<file path="src/rtl/cmp_pkg.sv">
// Shared types and sizing helpers for the serial magnitude comparator.
package cmp_pkg;

  typedef enum logic [1:0] {ST_IDLE, ST_RUN, ST_DONE} state_t;
  typedef enum logic [1:0] {DEC_EQ, DEC_GT, DEC_LT} dec_t;

  function automatic int nchunk(input int width, input int digit);
    return (width + digit - 1) / digit;
  endfunction

  function automatic int idx_bits(input int n);
    return (n <= 1) ? 1 : $clog2(n);
  endfunction

endpackage

</file>
<file path="src/rtl/digit_comparator.sv">
// Combinational unsigned compare of one DIGIT-bit chunk.
module digit_comparator #(
  parameter int DIGIT = 4
) (
  input  logic [DIGIT-1:0] i_a,
  input  logic [DIGIT-1:0] i_b,
  output logic             o_eq,
  output logic             o_gt,
  output logic             o_lt
);

  assign o_eq = (i_a == i_b);
  assign o_gt = (i_a >  i_b);
  assign o_lt = (i_a <  i_b);

endmodule

</file>
<file path="src/rtl/serial_magnitude_comparator.sv">
// MSB-first multi-cycle magnitude comparator, DIGIT bits per cycle, signed/unsigned per transaction.
// Define SERIAL_CMP_EARLY_EXIT_EN to finish on the first unequal chunk instead of constant time.
module serial_magnitude_comparator
  import cmp_pkg::*;
#(
  parameter int WIDTH = 32,
  parameter int DIGIT = 4
) (
  input  logic             clock,
  input  logic             resetN,
  input  logic             inValid,
  output logic             inReady,
  input  logic [WIDTH-1:0] dataA,
  input  logic [WIDTH-1:0] dataB,
  input  logic             twosComplement,
  output logic             outValid,
  input  logic             outReady,
  output logic             aEqualsB,
  output logic             aGreaterThanB,
  output logic             aLessThanB
);

  localparam int NCHUNK = nchunk(WIDTH, DIGIT);
  localparam int PW     = NCHUNK * DIGIT;
  localparam int CW     = idx_bits(NCHUNK);
  localparam logic [CW-1:0] LAST = CW'(NCHUNK - 1);

  state_t          r_state;
  dec_t            r_dec;
  logic [PW-1:0]   r_a, r_b;
  logic [CW-1:0]   r_idx;
  logic            r_out_valid, r_eq, r_gt, r_lt;

  logic [WIDTH-1:0] w_flip;
  logic [PW-1:0]    w_a_ext, w_b_ext;
  logic             w_eq, w_gt, w_lt, w_last, w_finish;
  dec_t             w_dec_nxt;

  // Flipping the sign bit maps two's complement onto offset binary, so one unsigned compare serves both modes.
  assign w_flip  = WIDTH'(twosComplement) << (WIDTH - 1);
  assign w_a_ext = PW'(dataA ^ w_flip);
  assign w_b_ext = PW'(dataB ^ w_flip);

  digit_comparator #(.DIGIT(DIGIT)) u_digit (
    .i_a  (r_a[PW-1 -: DIGIT]),
    .i_b  (r_b[PW-1 -: DIGIT]),
    .o_eq (w_eq),
    .o_gt (w_gt),
    .o_lt (w_lt)
  );

  always_comb begin
    w_dec_nxt = r_dec;
    if (r_dec == DEC_EQ && !w_eq)
      w_dec_nxt = w_gt ? DEC_GT : DEC_LT;
  end

  assign w_last = (r_idx == LAST);
`ifdef SERIAL_CMP_EARLY_EXIT_EN
  assign w_finish = w_last || (w_dec_nxt != DEC_EQ);
`else
  assign w_finish = w_last;
`endif

  always_ff @(posedge clock or negedge resetN) begin
    if (!resetN) begin
      r_state     <= ST_IDLE;
      r_dec       <= DEC_EQ;
      r_a         <= '0;
      r_b         <= '0;
      r_idx       <= '0;
      r_out_valid <= 1'b0;
      r_eq        <= 1'b0;
      r_gt        <= 1'b0;
      r_lt        <= 1'b0;
    end else begin
      case (r_state)
        ST_IDLE: if (inValid) begin
          r_a     <= w_a_ext;
          r_b     <= w_b_ext;
          r_idx   <= '0;
          r_dec   <= DEC_EQ;
          r_state <= ST_RUN;
        end
        ST_RUN: begin
          r_dec <= w_dec_nxt;
          r_a   <= r_a << DIGIT;
          r_b   <= r_b << DIGIT;
          r_idx <= r_idx + 1'b1;
          if (w_finish) begin
            r_state     <= ST_DONE;
            r_out_valid <= 1'b1;
            r_eq        <= (w_dec_nxt == DEC_EQ);
            r_gt        <= (w_dec_nxt == DEC_GT);
            r_lt        <= (w_dec_nxt == DEC_LT);
          end
        end
        ST_DONE: if (outReady) begin
          r_state     <= ST_IDLE;
          r_out_valid <= 1'b0;
          r_eq        <= 1'b0;
          r_gt        <= 1'b0;
          r_lt        <= 1'b0;
        end
        default: r_state <= ST_IDLE;
      endcase
    end
  end

  assign inReady       = (r_state == ST_IDLE);
  assign outValid      = r_out_valid;
  assign aEqualsB      = r_eq;
  assign aGreaterThanB = r_gt;
  assign aLessThanB    = r_lt;

endmodule
</file>
<file path="config.mk">
export PLATFORM = sky130hd
export DESIGN_NAME = serial_magnitude_comparator
export DESIGN_NICKNAME = d
export VERILOG_FILES = /design/src/rtl/cmp_pkg.sv /design/src/rtl/digit_comparator.sv /design/src/rtl/serial_magnitude_comparator.sv
export SDC_FILE = /design/constraint.sdc
export NUM_CORES = 1
export LEC_CHECK = 0
export CORE_MARGIN = 5
export CORE_UTILIZATION = 55
export CTS_CLUSTER_SIZE = 16
export DETAILED_ROUTE_END_ITERATION = 8
export GPL_TIMING_DRIVEN = 0
export PLACE_DENSITY = 0.85
export SLEW_MARGIN = 20
export SYNTH_ARGS = -nofsm -noshare
export SYNTH_HDL_FRONTEND = slang
export SYNTH_SLANG_ARGS = --single-unit
</file>
<file path="constraint.sdc">
create_clock -name clock -period 2.15 [get_ports clock]
set_input_delay 0.5375 -clock clock [delete_from_list [all_inputs] [get_ports clock]]
set_output_delay 0.5375 -clock clock [all_outputs]
set_load 0.02 [all_outputs]
</file>
==> impl_metrics.yaml <==
run_status:
  status: "finished, final reports clean"
final_layout:
  layout_common_cells: "dfrtp_1, clkdlybuf4s50_1, a22oi_1"
  drive_gt1_frac: 0.118
  antenna-diode-count: 0
  final_common_cell: "dfrtp_1"
  fin_area_um2: 4610
  nNetsFinal: 511
  nFillCells: 478
  stdcell_count: 518
  area_delta_synth_final_pct: 27.8
setup_path:
  worst_ep_required_time_ns: 1.61
  crit_path_end: "inReady"
  critPathLaunch: "r_state[0]"
  r2r-end: "r_dec[0]"
  cp_max_fo: 19
  worstSetupStartpointType: "register"
  r2r_start: "r_b[29]"
  reg2reg_slack_ns: 0.62
  reg2reg_depth: 6
  worst_ep_arrival_time_ns: 1.34
  end_kind: "output pin"
  worstSetupPathType: "register to output pin"
power_and_ir_drop:
  p_leak_nw: 1.96
  peakVddDrop_mv: 0.748
  power_density_nw_per_um2: 1210
  power_mw: 5.60
detailed_routing:
  finalWirelength_um: 9110
  vias: 3065
  drtIter0Drc: 144
  first_pass_iters: 5
  drt_drc_violations_left: 0
  wl_per_cell_um: 17.6
  routed_via_density: 5.92
  antenna_left: 0
timing:
  max_freq_mhz: 531
  final_hold_viol_count: 0
  post-route-period-util: 0.875
  rsz0062_at_grt: "no"
  worst_pin_slew_ns: 0.476
  setup-tns-final_ns: 0
  setup_slack_ns: 0.268
  period_needed_ns: 1.88
  skew_ns: 0.0122
  relSlewSlack: 0.682
  finalSetupViolations: 0
  slew_viol_final: 0
cts:
  cts_buffers: 9
  clk_path_buf_depth: 2
  hold_buffers: 0
  clkSlewWorstSetupHoldPaths_ns: 0.08
  numClockSinks: 75
  cts_tree: "built"
  clk_latency_ns: 0.35
  h-tree-depth: 3
  cts-root-buf: "clkbuf_8"
synth:
  synth_fp_nets: 428
  syn_inst: 353
  synth_seq_cells: 75
  yosysSeqAreaShare: 0.520
  synth_warnings: 0
  synth_cell_types: 36
  syn_area_um2: 3610
  avgSynthCellArea_um2: 10.2
placed_design:
  io_buffers: 73
  gp_congestion: 0.829
  placed_cells: 504
  post-place-ws_ns: 0.0414
  dpl_cell_area_um2: 4460
  dp_hpwl_um: 6570
floorplanning:
  core-area_um2: 6350
  num_rows: 29
  die_h_um: 91
  ios: 74
  initial_utilization: 0.568
  die_area_um2: 8280
  die_w_um: 91
flow_run:
  drv_cap: 0
min_path:
  holdCritPathClass: "primary input to asynchronous set/reset pin"
grt:
  grt-ovfl-total: 0
  grt_max_degree: 49
  first_global_vias: 3107
  grtUsageTotal: 0.230
  antenna_found_initial: 0
  grt_pass1_wl_um: 15500
-- routing by layer --
metal,part of all wire,global-route usage,vias to the layer above
met3,0.063,0.0529,12
met1,0.44,0.314,1500
li1,-,-,1447
met4,0.020,0.0733,0
met5,0,0,-
met2,0.48,0.364,106
-- cells in the mapped netlist --
cell	instances	area [um2]
nor2b_4	1	13.8
o211ai_1	1	7.51
buf_6	4	45.0
ha_1	6	75.1
a21oi_1	23	115
o31ai_2	1	12.5
a22o_1	10	87.6
o21ai_1	43	215
inv_1	7	26.3
nand2_1	39	146
a32oi_1	1	8.76
a22oi_2	6	75.1
o31ai_1	1	7.51
nand4_1	2	12.5
buf_2	6	30.0
nor2b_1	21	131
o2bb2ai_1	1	8.76
nor2b_2	1	8.76
a21oi_2	1	8.76
dfrtp_1	75	1880
nand2_2	1	6.26
o41ai_2	1	16.3
o21ai_0	14	70.1
buf_4	10	75.1
a22oi_1	49	368
mux2_2	1	11.3
a31oi_1	1	6.26
inv_2	1	3.75
clkbuf_1	11	41.3
and3b_1	1	8.76
xor2_1	1	8.76
a2bb2oi_1	3	26.3
o32ai_2	1	16.3
and2_1	1	6.26
nor2_1	6	22.5
xnor2_1	1	8.76
-- stage by stage --
stage | hold WS, ns | utilization
floorplan | 0.242 | -
global placement | 0.467 | 0.699
detailed placement | 0.477 | 0.702
CTS | 0.107 | 0.727
global route | 0.131 | 0.726
finish | 0.108 | 0.726
-- critical path: stages (launching register included) --
cell and delay (ns):
dfrtp_1 0.39, buf_6 0.17, nor2_1 0.10, dlygate4sd2_1 0.33
-- cells by family after synthesis --
| family | after synthesis | synth area share |
|---|---|---|
| DFF | 75 | 0.520 |
| and+or+nand+nor | 73 | 0.0988 |
| buffers and inverters | 39 | 0.0614 |
| xor gates and xnor gates | 2 | 0.00486 |
| adders and majority gates | 6 | 0.0208 |
| muxes | 1 | 0.00312 |
| AOI/OAI and AO/OA | 157 | 0.291 |
-- where the power goes --
part | leakage, nW | internal (mW) | switching (mW) | total [mW]
sequential | 0.970 | 1.96 | 0.378 | 2.34
combinational | 0.902 | 1.06 | 1.28 | 2.34
clock | 0.0856 | 0.409 | 0.513 | 0.922
total | 1.96 | 3.43 | 2.17 | 5.60
-- registers in the layout, indices dropped and copies added (netlist names) --
signal and count:
aLessThanB 1, outValid 1, aGreaterThanB 1, r_b 32
r_a 32, aEqualsB 1, r_state 2, r_idx 3
r_dec 2
-- layout make-up --
cell class | count | area [um2] | area share
buffer | 29 | 184 | 0.0399
clock buffer | 10 | 128 | 0.0277
clock inverter | 6 | 32.5 | 0.00705
inverter | 8 | 30.0 | 0.00651
multi-input combinational | 239 | 1510 | 0.327
sequential | 75 | 1880 | 0.407
tap | 77 | 96.3 | 0.0209
timing repair buffer | 74 | 754 | 0.164
-- worst min-delay path by stage --
stage,depth (start not counted),slack [ns],end,startpoint
6_report,1,0.11,r_dec[1],resetN
5_1_grt,1,0.13,r_dec[1],resetN
4_1_cts,1,0.11,r_dec[1],resetN
3_5_place_dp,2,0.48,r_b[22],r_b[22]
3_3_place_gp,2,0.47,r_a[5],r_a[5]
2_1_floorplan,0,0.24,aEqualsB,resetN
-- what timing repair did --
item,in CTS,in global routing
setup buffers,0,0
setup endpoints to repair,1,1
endpoints found under the hold margin,0,0
cloned,0,0
gates resized for setup,1,0
Power figures use the tool's default switching activity.
